===== config.mk =====
export PLATFORM = sky130hd
export DESIGN_NAME = qtable_writer
export DESIGN_NICKNAME = d
export VERILOG_FILES = /design/src/rtl/qtable_writer_pkg.sv /design/src/rtl/qtable_addr_gen.sv /design/src/rtl/qtable_writer.sv
export SDC_FILE = /design/constraint.sdc
export NUM_CORES = 1
export LEC_CHECK = 0
export ABC_CLOCK_PERIOD_IN_PS = 6220
export CORE_ASPECT_RATIO = 0.5
export CORE_MARGIN = 2
export CORE_UTILIZATION = 51
export CTS_CLUSTER_SIZE = 16
export DETAILED_ROUTE_END_ITERATION = 16
export PLACE_DENSITY = 0.87
export SLEW_MARGIN = 5
export SYNTH_ARGS = -nofsm -noshare
export SYNTH_HDL_FRONTEND = slang
export SYNTH_SLANG_ARGS = --single-unit

===== constraint.sdc =====
create_clock -name clock -period 6.22 [get_ports clock]
set_input_delay 0.622 -clock clock [delete_from_list [all_inputs] [get_ports clock]]
set_output_delay 0.622 -clock clock [all_outputs]
set_load 0.02 [all_outputs]

===== src/rtl/qtable_writer_pkg.sv =====
// qtable_writer_pkg
//   Shared constants for the Q-table write-back path: word width, memory
//   depth in words, the word offsets inside a neighbour record and the
//   writer FSM state encoding. Imported by qtable_addr_gen and qtable_writer.
package qtable_writer_pkg;

    localparam int WORD_WIDTH       = 16;
    localparam int MEM_DEPTH        = 32768;  // 64 KiB byte space, 16-bit words
    localparam int WORDS_PER_RECORD = 4;

    // Word offsets inside one neighbour record
    localparam int W_NODE    = 0;
    localparam int W_CLUSTER = 1;
    localparam int W_QVAL    = 2;
    localparam int W_HOP     = 3;

    typedef enum logic [1:0] {
        S_IDLE   = 2'd0,
        S_WRITE  = 2'd1,
        S_VERIFY = 2'd2,
        S_DONE   = 2'd3
    } state_t;

endpackage


===== src/rtl/qtable_addr_gen.sv =====
// qtable_addr_gen
//   Combinational slot/word to byte-address mapping for the neighbour table,
//   shared by the reward unit's read side and the write-back engine.
//   addr = TABLE_BASE + slot*RECORD_BYTES + 2*word, wrapping modulo 2^16.
// Ports:
//   slot  in  8   record slot index
//   word  in  2   word index inside the record
//   addr  out 16  byte address
module qtable_addr_gen
    import qtable_writer_pkg::*;
#(
    parameter logic [15:0] TABLE_BASE   = 16'h0100,
    parameter int          RECORD_BYTES = 8
) (
    input  logic [7:0]            slot,
    input  logic [1:0]            word,
    output logic [WORD_WIDTH-1:0] addr
);

    // All terms are 16 bits wide, so the sum wraps silently at 2^16.
    assign addr = TABLE_BASE
                + 16'(slot) * 16'(RECORD_BYTES)
                + {13'd0, word, 1'b0};

endmodule


===== src/rtl/qtable_writer.sv =====
// qtable_writer
//   Write-back engine for the Q-learning neighbour table. On an accepted
//   start it latches one neighbour record and writes it as four consecutive
//   16-bit words into the slot selected by nbr_index, then holds done until
//   start falls. Out-of-range slots are rejected with range_err and no write.
//   Optional build macro QW_READBACK_EN adds a VERIFY pass that reads the
//   four words back and flags any mismatch on verify_err.
// Ports:
//   clock, nreset                 clock, asynchronous active-low reset
//   start                         level request from the reward stage
//   nbr_index                     target record slot
//   node_id/cluster_id/q_value/hop_count   record words 0..3
//   address, wr_en, mem_data_in   memory write port (registered)
//   mem_data_out                  memory read data, 1-cycle latency
//   busy, done                    handshake status
//   range_err, verify_err         error flags, valid until next start
module qtable_writer
    import qtable_writer_pkg::*;
#(
    parameter logic [15:0] TABLE_BASE    = 16'h0100,
    parameter int          MAX_NEIGHBORS = 32,
    parameter int          RECORD_BYTES  = 8
) (
    input  logic        clock,
    input  logic        nreset,
    input  logic        start,
    input  logic [7:0]  nbr_index,
    input  logic [15:0] node_id,
    input  logic [15:0] cluster_id,
    input  logic [15:0] q_value,
    input  logic [15:0] hop_count,
    output logic [15:0] address,
    output logic        wr_en,
    output logic [15:0] mem_data_in,
    input  logic [15:0] mem_data_out,
    output logic        busy,
    output logic        done,
    output logic        range_err,
    output logic        verify_err
);

    state_t                state;
    logic [2:0]            k;          // word counter; VERIFY runs it to 5
    logic [7:0]            slot_q;
    logic [WORD_WIDTH-1:0] words_q [WORDS_PER_RECORD];
    logic [WORD_WIDTH-1:0] word_addr;
    logic                  in_range;
    logic                  verify_err_q;

    assign in_range = 32'(nbr_index) < MAX_NEIGHBORS;

    qtable_addr_gen #(
        .TABLE_BASE  (TABLE_BASE),
        .RECORD_BYTES(RECORD_BYTES)
    ) u_addr_gen (
        .slot(slot_q),
        .word(k[1:0]),
        .addr(word_addr)
    );

`ifdef QW_READBACK_EN
    localparam state_t AFTER_WRITE = S_VERIFY;

    // Compare at k = 2..5 checks the word whose read was issued two edges earlier.
    logic [1:0] cmp_idx;
    assign cmp_idx    = 2'(k - 3'd2);
    assign verify_err = verify_err_q;
`else
    localparam state_t AFTER_WRITE = S_DONE;

    logic unused_rd;
    assign unused_rd  = ^{mem_data_out, verify_err_q};
    assign verify_err = 1'b0;
`endif

    // NOTE: the record buffer is pure datapath, loaded only on an accepted
    // start before it is ever read, so it carries no reset.
    always_ff @(posedge clock) begin
        if (state == S_IDLE && start) begin
            slot_q             <= nbr_index;
            words_q[W_NODE]    <= node_id;
            words_q[W_CLUSTER] <= cluster_id;
            words_q[W_QVAL]    <= q_value;
            words_q[W_HOP]     <= hop_count;
        end
    end

    // NOTE: all FSM state and outputs use non-blocking assignments so every
    // branch sees the pre-edge values of k, done and state.
    always_ff @(posedge clock or negedge nreset) begin
        if (!nreset) begin
            state        <= S_IDLE;
            k            <= '0;
            address      <= '0;
            wr_en        <= 1'b0;
            mem_data_in  <= '0;
            busy         <= 1'b0;
            done         <= 1'b0;
            range_err    <= 1'b0;
            verify_err_q <= 1'b0;
        end else begin
            case (state)
                S_IDLE: begin
                    address <= '0;
                    wr_en   <= 1'b0;
                    if (start) begin
                        busy         <= 1'b1;
                        range_err    <= !in_range;
                        verify_err_q <= 1'b0;
                        k            <= '0;
                        state        <= in_range ? S_WRITE : S_DONE;
                    end
                end

                S_WRITE: begin
                    address     <= word_addr;
                    wr_en       <= 1'b1;
                    mem_data_in <= words_q[k[1:0]];
                    if (k == 3'd3) begin
                        k     <= '0;
                        state <= AFTER_WRITE;
                    end else begin
                        k <= k + 3'd1;
                    end
                end

`ifdef QW_READBACK_EN
                S_VERIFY: begin
                    wr_en <= 1'b0;
                    if (!k[2])
                        address <= word_addr;
                    if (k >= 3'd2 && mem_data_out != words_q[cmp_idx])
                        verify_err_q <= 1'b1;
                    if (k == 3'd5) begin
                        done  <= 1'b1;
                        busy  <= 1'b0;
                        state <= S_DONE;
                    end else begin
                        k <= k + 3'd1;
                    end
                end
`endif

                S_DONE: begin
                    wr_en <= 1'b0;
                    done  <= 1'b1;
                    busy  <= 1'b0;
                    // Leave only once done has been visible for at least one
                    // cycle, so the requester always sees completion.
                    if (done && !start) begin
                        done    <= 1'b0;
                        address <= '0;
                        state   <= S_IDLE;
                    end
                end

                default: state <= S_IDLE;
            endcase
        end
    end

endmodule

# After elaboration in Yosys (flattened, before gate mapping)
# Memories as Yosys holds them, arrays and structs flattened. A register that Yosys moved wholly into a read port is not among the register bits.
# Cells that the tools add are included.
# word_totals
regBits,33
ramBits,64
output_inout_bits,37
wordCells,51
mem_count,1
# memory_table
name,words,width,rd,rd_clocked_by_memory_dff,wr,line,rtl
words_q,4,16,1,1,4,qtable_writer.sv:45,logic [WORD_WIDTH-1:0] words_q [WORDS_PER_RECORD];
# classes
add_sub_neg,3
order_cmp,1
n_eq_ne,6
n_mux,16
n_reduce_logical,16
# ops
operator,n
$pmux W16 S3,1
$add A16 B3 Y16,1
$mux W16,1
$add A9 B11 Y12 const A,1
$lt A8 B6 Y1 const B,1
$mux W2,4
$reduce_and A2 Y1,4
$mux W3,2
$ne A2 B2 Y1 const B,3
$pmux W2 S3,1
$pmux W3 S2,1
$reduce_bool A2 Y1,3
$mux W1,4
$pmux W1 S2,2
$add A3 B1 Y3 const B,1
$eq A3 B2 Y1 const B,1
$logic_not A1 Y1,3
$reduce_and A3 Y1,1
$reduce_bool A3 Y1,1
$eq A2 B1 Y1 const B,1
$eq A2 B2 Y1 const B,1
$logic_and A1 B1 Y1,2
$logic_not A2 Y1,1
$reduce_or A2 Y1,1

# Longest topological paths before layout
# Gate-level depths: netlist of run 1.
# depth
ltp_word,4
ltp_mapped,8
depth_no_buf,5

# Hierarchy
# Synthesis of run 1 repeated with hierarchy kept, for this count alone.
# hier_totals
hier_cells,295
area_unflattened_um2,4589.4
# modules_own_cells
module,instances,cells_each,area_each_um2,seq_area_each_um2
qtable_writer,1,278,4464.3,3188.1
qtable_addr_gen,1,17,125.1,0.0

# Worst setup path after synthesis of run 1
# OpenSTA, ideal clock, no wires.
# synth_path
kind,register to register
start,register state[0]
end,"register slot_q[0], enable pin"
setup_time_ns,0.439
t_arrival_ns,2.475
required_ns,5.781
slack_ns,3.306
path_stages_with_launch,4
period_less_slack_ns,2.914
cell_sequence,dfrtp_1 inv_1 ha_1 and2_1
# synth_via
elab_chain_cells,2
# synth_rtl
element,line,rtl
"start, declared",qtable_writer.sv:42,state_t state;
"start signal, assigned",qtable_writer.sv:111,state <= in_range ? S_WRITE : S_DONE;
$logic_not A2 Y1,qtable_writer.sv:79,if (state == S_IDLE && start) begin
$logic_and A1 B1 Y1,qtable_writer.sv:79,
"end signal, assigned",qtable_writer.sv:80,slot_q <= nbr_index;
"end, declared",qtable_writer.sv:44,logic [7:0] slot_q;
# No other way between the ends.
# A chain may end at the register's enable or synchronous reset.

==> metrics.md, run 1 <==
| Metric | Value |
|---|---|
| Crit share post-route | `35.0%` |
| Worst R2R Setup Slack | `4080 ps` |
| Final Critical Period | `~2200 ps` |
| Fin Setup TNS | `0 ps` |
| Initial DRC count | `between 200 and 250` |
| Setup crit start kind | `primary input` |
| Crit-path max FO | `74` |
| Register area share after synthesis | `70.7%` |
| Busiest grt layer | `met2` |
| Min Hold Slack | `approximately 370 ps` |
| Reg-to-reg endpoint | `mem_data_in[0]$_DFFE_PN0P_` |
| Outcome | `finished, final reports clean` |
| Initial antenna violation count | `0` |
| Max cap viols | `0` |
| Num CTS Buffers | `9` |
| H-tree Lvls | `3` |
| Cell count after synthesis | `around 280` |
| Post-CTS Setup Repair Bufs | `0` |
| Port Buf Inserts | `105` |
| Placed cell area | `5430 µm²` |
| Row cnt | `23` |
| Crit-path leading delay family | `buffers and inverters` |
| Slew Limit Fails | `0` |
| Number of global-route vias before repair | `between 2000 and 3000` |
| Seq cells post-synth | `108` |
| Buf+Inv Stages, Crit Path | `2` |
| Die ar. | `around 9300 µm²` |
| # diodes | `0` |
| GRT overflow | `0` |
| Clock tree from TritonCTS | `built` |
| Yosys cell types | `34` |
| Die Span X | `approximately 130 µm` |
| Worst VDD drop | `0.222 mV` |
| RR Startpoint | `state[1]$_DFFE_PN0P_` |
| First-pass GRT wire length | `13300 µm` |
| Worst r2r path cells | `7` |
| Placed cell count | `484` |
| Via density | `5.03` |
| Min-Delay Path Class | `primary input to asynchronous set/reset pin` |
| Gr usage total | `18.7%` |
| I/O pins | `128` |
| Critical-path cell list | `clkdlybuf4s50_1 -> and2_2 -> buf_4` |
| Synth warnings | `0` |
| Largest net degree at the start of global routing | `75` |
| Finished Cell Area | `roughly 5700 µm²` |
| GPL Wtd Cong | `0.686` |
| Setup crit end kind | `register` |
| Fin nets | `480` |
| Mapped cell area | `4330 µm²` |
| Worst endpoint required time | `6190 ps` |
| Worst stage delay on the critical path | `680 ps` |
| Fin Clk Skew | `7.77 ps` |
| Detail Route Antenna Nets | `0` |
| Slew @ Worst Pin | `~1000 ps` |
| WL/cell | `16.4 µm` |
| DRC | `0` |
| Clock latency on the worst-skew pair | `~340 ps` |
| # clock sinks | `~110` |
| Pwr dens | `roughly 450 nW/µm²` |
| CORE AREA | `8120 µm²` |
| Clk slew on worst S/H paths | `approximately 70 ps` |
| Relative slew slack | `33.1%` |
| Slowest cell on the critical path | `buf_4` |
| PostCTS Resize Cnt | `0` |
| Final Non-Filler Cells | `500` |
| Area leader, netlist | `edfxtp_1` |
| Initial core utilization | `53.4%` |
| Peak Freq | `~0.46 GHz` |
| Layout cells sized above 1 | `~12%` |
| Largest cells by area after synthesis | `edfxtp_1 50%, dfrtp_1 21%, mux2i_1 6.5%` |
| Dpl hpwl | `5660 µm` |
| Leakage | `approximately 2.2 nW` |
| Setup CP Type | `primary input to register` |
| Grt met3 use | `3.73%` |
| Arr. time, crit path | `2140 ps` |
| Share of the synthesized area in the top cell type | `49.9%` |
| Via count | `~2500` |
| Met1 Usage GRT | `21.0%` |
| Pwr Total | `between 2 and 3 mW` |
| Routed WL | `8210 µm` |
| Drt pass-1 iters | `5` |
| Final setup viols | `0` |
| # hold bufs at CTS | `0` |
| Clock root buffer master | `clkbuf_16` |
| Die height | `69.2 µm` |
| Clk buf depth | `2` |
| Area grow syn2layout | `32.0%` |
| Hold Violations, Final | `0` |
| Met2 Use GR | `34.6%` |
| RSZ-0062 raised after global routing | `false` |
| Mean Syn Cell Area | `15.6 µm²` |
==> metrics by stage <==
step / util (%) / setup slack [ps]
final: 70.5 / 4050
after global routing: 70.5 / 3900
after floorplan: - / 3310
after global placement: 67.0 / 3760
after CTS: 70.5 / 4060
after detailed placement: 67.0 / 3700
==> layer usage <==
| layer | vias up | wire length, µm |
|---|---|---|
| li1 | 1195 | - |
| met1 | 1230 | 3200 |
| met2 | 74 | 4490 |
| met3 | 17 | 331 |
| met4 | 0 | 182 |
| met5 | - | 0 |
==> synth_stat cells (all sizes together) <==
| master | n |
|---|---|
| edfxtp | 72 |
| mux2 | 19 |
| ha | 6 |
| nand2 | 27 |
| o21a | 1 |
| nand4 | 1 |
| o2bb2ai | 1 |
| mux2i | 28 |
| nor2 | 1 |
| clkbuf | 3 |
| and2 | 2 |
| o21ai | 2 |
| o32a | 2 |
| nand3 | 1 |
| inv | 31 |
| a21oi | 2 |
| conb | 1 |
| nor3 | 1 |
| a21boi | 1 |
| a222oi | 1 |
| dfrtp | 36 |
| xor2 | 1 |
| nand2b | 3 |
| o221ai | 16 |
| buf | 15 |
| nor2b | 3 |
==> flip-flops by register name, indices dropped and copies added (netlist names) <==
signal,count
address,11
busy,1
done,1
k,3
mem_data_in,16
range_err,1
slot_q,8
state,2
words_q,64
wr_en,1
==> cells in the final DEF (no fill, tap or decap), drive strengths merged <==
| cell | count |
|---|---|
| clkinv | 3 |
| o32a | 2 |
| and2 | 2 |
| clkinvlp | 1 |
| a21boi | 1 |
| ha | 6 |
| inv | 32 |
| o21ai | 2 |
| nor2b | 3 |
| nor2 | 1 |
| a222oi | 1 |
| nand3 | 1 |
| edfxtp | 72 |
| nand2b | 3 |
| mux2 | 19 |
| o21a | 1 |
| o221ai | 16 |
| o2bb2ai | 1 |
| nor3 | 1 |
| dfrtp | 36 |
| a21oi | 2 |
| clkbuf | 11 |
| mux2i | 28 |
| conb | 6 |
| xor2 | 1 |
| nand2 | 27 |
| nand4 | 1 |
| buf | 4 |
| clkdlybuf4s50 | 104 |
==> kinds of logic after synthesis <==
logic type | after synthesis | share of synthesized area [%]
DFF | 108 | 70.7
adders and majority gates | 6 | 1.73
buffers and inverters | 49 | 5.69
xor gates and xnor gates | 1 | 0.202
AOI/OAI and AO/OA | 26 | 5.23
other | 1 | 0.0865
and+or+nand+nor | 39 | 4.13
muxes | 47 | 12.3
==> worst max path at each step <==
| stage | to | from | depth (start not counted) |
|---|---|---|---|
| 2_1_floorplan | slot_q[0]$_DFFE_PP_ | state[0]$_DFFE_PN0P_ | 3 |
| 4_1_cts | words_q[3][0]$_DFFE_PP_ | start | 3 |
| 6_report | words_q[2][8]$_DFFE_PP_ | start | 3 |
| 3_3_place_gp | address[8]$_DFFE_PN0P_ | start | 4 |
| 5_1_grt | mem_data_in[10]$_DFFE_PN0P_ | state[1]$_DFFE_PN0P_ | 7 |
| 3_5_place_dp | words_q[0][3]$_DFFE_PP_ | start | 3 |
==> where the power goes <==
group	leakage [nW]	total, mW	internal (mW)	switching [mW]
sequential	1.12	1.12	0.990	0.135
clock	0.142	0.542	0.294	0.248
combinational	0.973	0.882	0.442	0.440
total	2.23	2.55	1.73	0.823
==> layout make-up <==
type | instances | area (µm²)
Clock inverter | 5 | 35.0
Tap cell | 112 | 140
Multi-Input combinational cell | 125 | 1040
Sequential cell | 108 | 3060
Fill cell | 540 | 2390
Timing Repair Buffer | 108 | 1070
Inverter | 31 | 116
Clock buffer | 11 | 253
Note: power is estimated with default switching activity, not from simulation.
==> inputs of run 2 (changes only) <==
--- a/config.mk
+++ b/config.mk
@@ -5,13 +5,13 @@
 export SDC_FILE = /design/constraint.sdc
 export NUM_CORES = 1
 export LEC_CHECK = 0
-export ABC_CLOCK_PERIOD_IN_PS = 6220
+export ABC_CLOCK_PERIOD_IN_PS = 2200
 export CORE_ASPECT_RATIO = 0.5
 export CORE_MARGIN = 2
-export CORE_UTILIZATION = 51
+export CORE_UTILIZATION = 47
 export CTS_CLUSTER_SIZE = 16
 export DETAILED_ROUTE_END_ITERATION = 16
-export PLACE_DENSITY = 0.87
+export PLACE_DENSITY = 0.82
 export SLEW_MARGIN = 5
 export SYNTH_ARGS = -nofsm -noshare
 export SYNTH_HDL_FRONTEND = slang
==> constraint.sdc (replaced) <==
create_clock -name clock -period 2.2 [get_ports clock]
set_input_delay 0.22 -clock clock [delete_from_list [all_inputs] [get_ports clock]]
set_output_delay 0.22 -clock clock [all_outputs]
set_load 0.02 [all_outputs]
==> metrics.md, run 2 (same netlist as run 1, synthesis figures left out) <==
| Metric | Value |
|---|---|
| Most common cell after layout, fill and taps aside | `clkdlybuf4s50_1` |
| Worst stage delay on the critical path | `540 ps (-140 ps)` |
| Final Non-Filler Cells | `511 (+2.2%)` |
| Detail Route Antenna Nets | `0 (unchanged)` |
| I/O pins | `128 (unchanged)` |
| Num CTS Buffers | `9 (unchanged)` |
| Die Span X | `140 µm (+4.0%)` |
| Initial antenna violation count | `0 (unchanged)` |
| Critical path depth in cells | `4 (+1)` |
| Clock tree from TritonCTS | `built` |
| Slowest cell on the critical path | `nand2_1` |
| Buf+Inv Stages, Crit Path | `1 (-1)` |
| Pwr dens | `1250 nW/µm² (+180%)` |
| GPL Wtd Cong | `0.739 (+7.8%)` |
| Leakage | `2.26 nW (+1.1%)` |
| Slew Limit Fails | `0 (unchanged)` |
| Fin nets | `486 (+1.3%)` |
| Crit-path leading delay family | `simple AND/OR/NAND/NOR gates` |
| # hold bufs at CTS | `1 (+1)` |
| Max cap viols | `0 (unchanged)` |
| Worst r2r path cells | `4 (-3)` |
| Via count | `2553 (+1.5%)` |
| Worst endpoint required time | `2440 ps (-3750 ps)` |
| Largest net degree at the start of global routing | `75 (unchanged)` |
| Clock latency on the worst-skew pair | `340 ps (about the same)` |
| Max reg flops | `64 (unchanged)` |
| Arr. time, crit path | `2210 ps (+70 ps)` |
| # clock sinks | `108 (unchanged)` |
| # diodes | `0 (unchanged)` |
| Peak Freq | `~0.51 GHz` |
| Layout cells sized above 1 | `12.4% (+0.32 points)` |
| Die ar. | `10100 µm² (+8.1%)` |
| Worst Setup SP | `state[1]$_DFFE_PN0P_` |
| Biggest register | `words_q` |
| Row cnt | `24 (+4.3%)` |
| Placed cell count | `494 (+2.1%)` |
| Initial core utilization | `49.1% (-4.3 points)` |
| Dpl hpwl | `5980 µm (+5.6%)` |
| Port Buf Inserts | `105 (unchanged)` |
| Area of the multi-input gates | `1040 µm² (unchanged)` |
| DRC | `0 (unchanged)` |
| WL/cell | `16.5 µm (+0.65%)` |
| Clock root buffer master | `clkbuf_16` |
| GRT overflow | `0 (unchanged)` |
| Drt pass-1 iters | `4 (-1)` |
| Storage element area | `3060 µm² (unchanged)` |
| Relative slew slack | `44.4% (+11 points)` |
| Setup crit end kind | `register` |
| Via density | `5.00 (-0.71%)` |
| Critical path endpoint | `mem_data_in[8]$_DFFE_PN0P_` |
| Initial DRC count | `139 (-33%)` |
| Number of global-route vias before repair | `2765 (+1.6%)` |
| Worst VDD drop | `0.578 mV (+160%)` |
| Fin Setup TNS | `0 ps (unchanged)` |
| Hold Violations, Final | `0 (unchanged)` |
| Reg-to-reg endpoint | `mem_data_in[8]$_DFFE_PN0P_` |
| Fin Clk Skew | `7.54 ps (-0.223 ps)` |
| Setup crit start kind | `register` |
| # fillers | `626 (+16%)` |
| RR Startpoint | `state[1]$_DFFE_PN0P_` |
| Largest registers | `words_q: 64 flops, mem_data_in: 16 flops, address: 11 flops` |
| Crit-path max FO | `17 (-77%)` |
| Slew @ Worst Pin | `834 ps (-170 ps)` |
| Routed WL | `8440 µm (+2.9%)` |
| Area grow syn2layout | `33.2%` |
| CORE AREA | `8830 µm² (+8.8%)` |
| Min-Delay Path Class | `primary input to register` |
| PostCTS Resize Cnt | `0 (unchanged)` |
| Clk buf depth | `2 (unchanged)` |
| First-pass GRT wire length | `13400 µm (+1.2%)` |
| Final Critical Period | `1980 ps` |
| Most frequent cells in the layout | `104 x clkdlybuf4s50_1, 72 x edfxtp_1, 35 x dfrtp_1` |
| Critical-path cell list | `inv_1 -> ha_1 -> nand2_1 -> o221ai_1` |
| Setup CP Type | `register to register` |
| RSZ-0062 raised after global routing | `false` |
| H-tree Lvls | `3 (unchanged)` |
| Clk slew on worst S/H paths | `70 ps (about the same)` |
| Final setup viols | `0 (unchanged)` |
| Die height | `71.9 µm (+3.9%)` |
| Worst R2R Setup Slack | `220 ps (-3860 ps)` |
| Post-CTS Setup Repair Bufs | `0 (unchanged)` |
| Crit share post-route | `roughly 90%` |
| Outcome | `finished, final reports clean` |
| Gr usage total | `17.6% (-1.1 points)` |
-- run 2: cell types whose count changed in the layout (fill, tap and decap cells not counted), moves of 2 or more --
cell and delta:
buf_12 +2, buf_4 +3, clkbuf_1 +2, clkbuf_8 -2
-- run 2: power by group --
| part | switching [mW] | internal [mW] |
|---|---|---|
| sequential | 0.293 | 2.80 |
| combinational | 1.37 | 1.33 |
| clock | 0.659 | 0.762 |
| total | 2.32 | 4.89 |
-- run 2: area by class of cell --
| type | instances | share of cell area (%) |
|---|---|---|
| inverter | 31 | 2.02 |
| tap | 117 | 2.54 |
| multi-input combinational | 125 | 18.1 |
| clock buffer | 11 | 4.03 |
| timing repair buffer | 114 | 19.8 |
| clock inverter | 5 | 0.477 |
| sequential | 108 | 53.1 |
-- run 2: how the worst min path moves through the flow --
| stage | slack, ps | depth (start not counted) | startpoint | endpoint |
|---|---|---|---|---|
| 2_1_floorplan | -80 | 0 | nreset | address[10]$_DFFE_PN0P_ |
| 4_1_cts | 420 | 1 | hop_count[2] | words_q[3][2]$_DFFE_PP_ |
| 3_5_place_dp | 360 | 1 | nreset | address[7]$_DFFE_PN0P_ |
| 5_1_grt | 420 | 1 | q_value[9] | words_q[2][9]$_DFFE_PP_ |
| 6_report | 430 | 1 | node_id[6] | words_q[0][6]$_DFFE_PP_ |
| 3_3_place_gp | 350 | 1 | nreset | address[7]$_DFFE_PN0P_ |
-- run 2: through the flow --
stage / total power, mW / setup slack, ps / hold slack, ps / util [%] / cell area (µm²)
after floorplan: 4.80 / 77.0 / -75.6 / - / 4350
after global placement: 5.70 / 390 / 346 / 62.3 / 5500
after detailed placement: 5.85 / 295 / 363 / 62.3 / 5500
after CTS: 7.28 / 244 / 420 / 65.4 / 5770
after global routing: 7.60 / 79.1 / 419 / 65.4 / 5770
final: 7.21 / 224 / 431 / 65.4 / 5770
-- run 2: routing by layer --
metal | track usage, % | wire length (µm)
met1 | 19.1 | 3320
met2 | 33.1 | 4660
met3 | 5.02 | 328
met4 | 7.44 | 130
met5 | 0 | 0
==> variant (settings of run 2) <==
Build with the macro `QW_READBACK_EN` defined.
--- a/src/rtl/qtable_writer.sv
+++ b/src/rtl/qtable_writer.sv
@@ -14,6 +14,8 @@
 //   mem_data_out                  memory read data, 1-cycle latency
 //   busy, done                    handshake status
 //   range_err, verify_err         error flags, valid until next start
+`define QW_READBACK_EN
+
 module qtable_writer
     import qtable_writer_pkg::*;
 #(
Check against the original RTL: not equivalent (a bounded check fails within 10 cycles, from zero or initial values and one cycle with nreset low).
==> variant against run 2 <==
Maximum frequency shrank 5.3%. Die area grew 11%. Routed wire length grew 15%. Power grew 8.5%. First-iteration DRC count grew 26%. Setup slack lost 110 ps. Clock skew is essentially flat. Worst hold slack lost 42 ps. Final area grew 14%. Utilization shrank 0.33 points. Sequential cell count grew 1. Synthesized area grew 12%. Synthesized cell count grew 2.9%.
==> variant: results (changes against run 2) <==
Global route
  – Grt met3 use: 4.43% (-0.59 points)
  – Global-route wire length before repair: 15.0 mm (+12%)
  – M2 GR Usage: 31.9% (-1.1 points)
  – GRT Util Overall: 18.0% (+0.43 points)

Detailed routing
  – DRT iter0 DRCs: 175 (+26%)
  – Via count: 2903 (+14%)
  – Post-Route M1 WL: 4.13 mm (+24%)

Outcome
  – Outcome: complete, no violations

Worst setup path
  – CP arrival: 2310 ps (+100 ps)
  – Max incr delay on CP: 600 ps (+60 ps)

Pwr
  – Switching Share: 33.0% (+0.81 points)
  – Clock power share: 20.0% (+0.3 points)
  – Pleak: 2.36 nW (+4.3%)
  – VDD IR max: 0.000628 V (+8.5%)
  – Psw: 2.58 mW (+11%)

Timing
  – Slew @ Worst Pin: 544 ps (-291 ps)

Logic synthesis
  – Count of cell types in the netlist: 33 (-2.9%)
  – Area contributors post-synth: edfxtp_1 (45%), dfrtp_1 (19%), mux4_2 (10%)
  – Synth Area per Inst: 17.0 µm² (+8.8%)

Min path
  – Type of the most critical hold path: input port to async pin

Layout
  – Final Net Count: 519 (+6.8%)
  – Fraction of layout cells with a size suffix above 1: 17.3% (+4.8 points)

Placement
  – Area after DPL: 6240 µm² (+13%)
  – DP Wirelength: 7.12 mm (+19%)
  – Pre-CTS WS: 109 ps (-186 ps)
## variant: cell count changes in the layout (fill, tap and decap cells not counted), moves of 15 or more
cell	run 2	this run
mux2i_1	28	3
inv_1	30	7
mux4_2	0	22
clkdlybuf4s50_1	104	121
o21ai_0	2	19
o221ai_1	15	0
xnor2_1	0	15
## variant: cells by family after synthesis
logic type	Yosys count	synth area share, %
other cells	1	0.0773
flops	109	63.6
fa+ha+maj	10	2.58
simple gates	44	4.02
buf+inv	26	3.56
xor+xnor	17	3.07
compound gates	27	3.09
mux	51	20.0
## variant: stage by stage
| step | hold slack, ps | setup TNS [ps] | util, % |
|---|---|---|---|
| 2_1_floorplan | -75.6 | 0 | - |
| 3_3_place_gp | 245 | 0 | 61.7 |
| 3_5_place_dp | 243 | 0 | 61.7 |
| 4_1_cts | 400 | 0 | 64.6 |
| 5_1_grt | 407 | -89.2 | 65.1 |
| 6_report | 389 | 0 | 65.1 |
## variant: worst paths after layout
path                         startpoint  depth (start not counted)  slack, ps              to
setup / recovery                   k[0]                          6        110      verify_err
hold / removal                   nreset                          2        390       range_err
setup reg to reg                   k[0]                          6        110      verify_err
hold reg to reg             address[10]                          2        480     address[10]
max in group asynchronous        nreset                          3       1180  mem_data_in[1]
min in group clock         hop_count[2]                          1        420   words_q[3][2]
## variant: timing repair
| item | CTS | global route |
|---|---|---|
| endpoints found under the setup margin | 0 | 1 |
| hold buffers | 1 | 0 |
| setup buffers | 0 | 1 |
| endpoints found under the hold margin | 23 | 0 |
| gates resized for setup | 0 | 3 |
## variant: area by class of cell
cell class / instances / area, µm²
Inverter: 8 / 33.8
Clock inverter: 7 / 66.3
Tap cell: 140 / 175
Clock buffer: 9 / 225
Multi-Input combinational cell: 154 / 1620
Sequential cell: 109 / 3090
Fill cell: 703 / 3530
Timing Repair Buffer: 136 / 1370
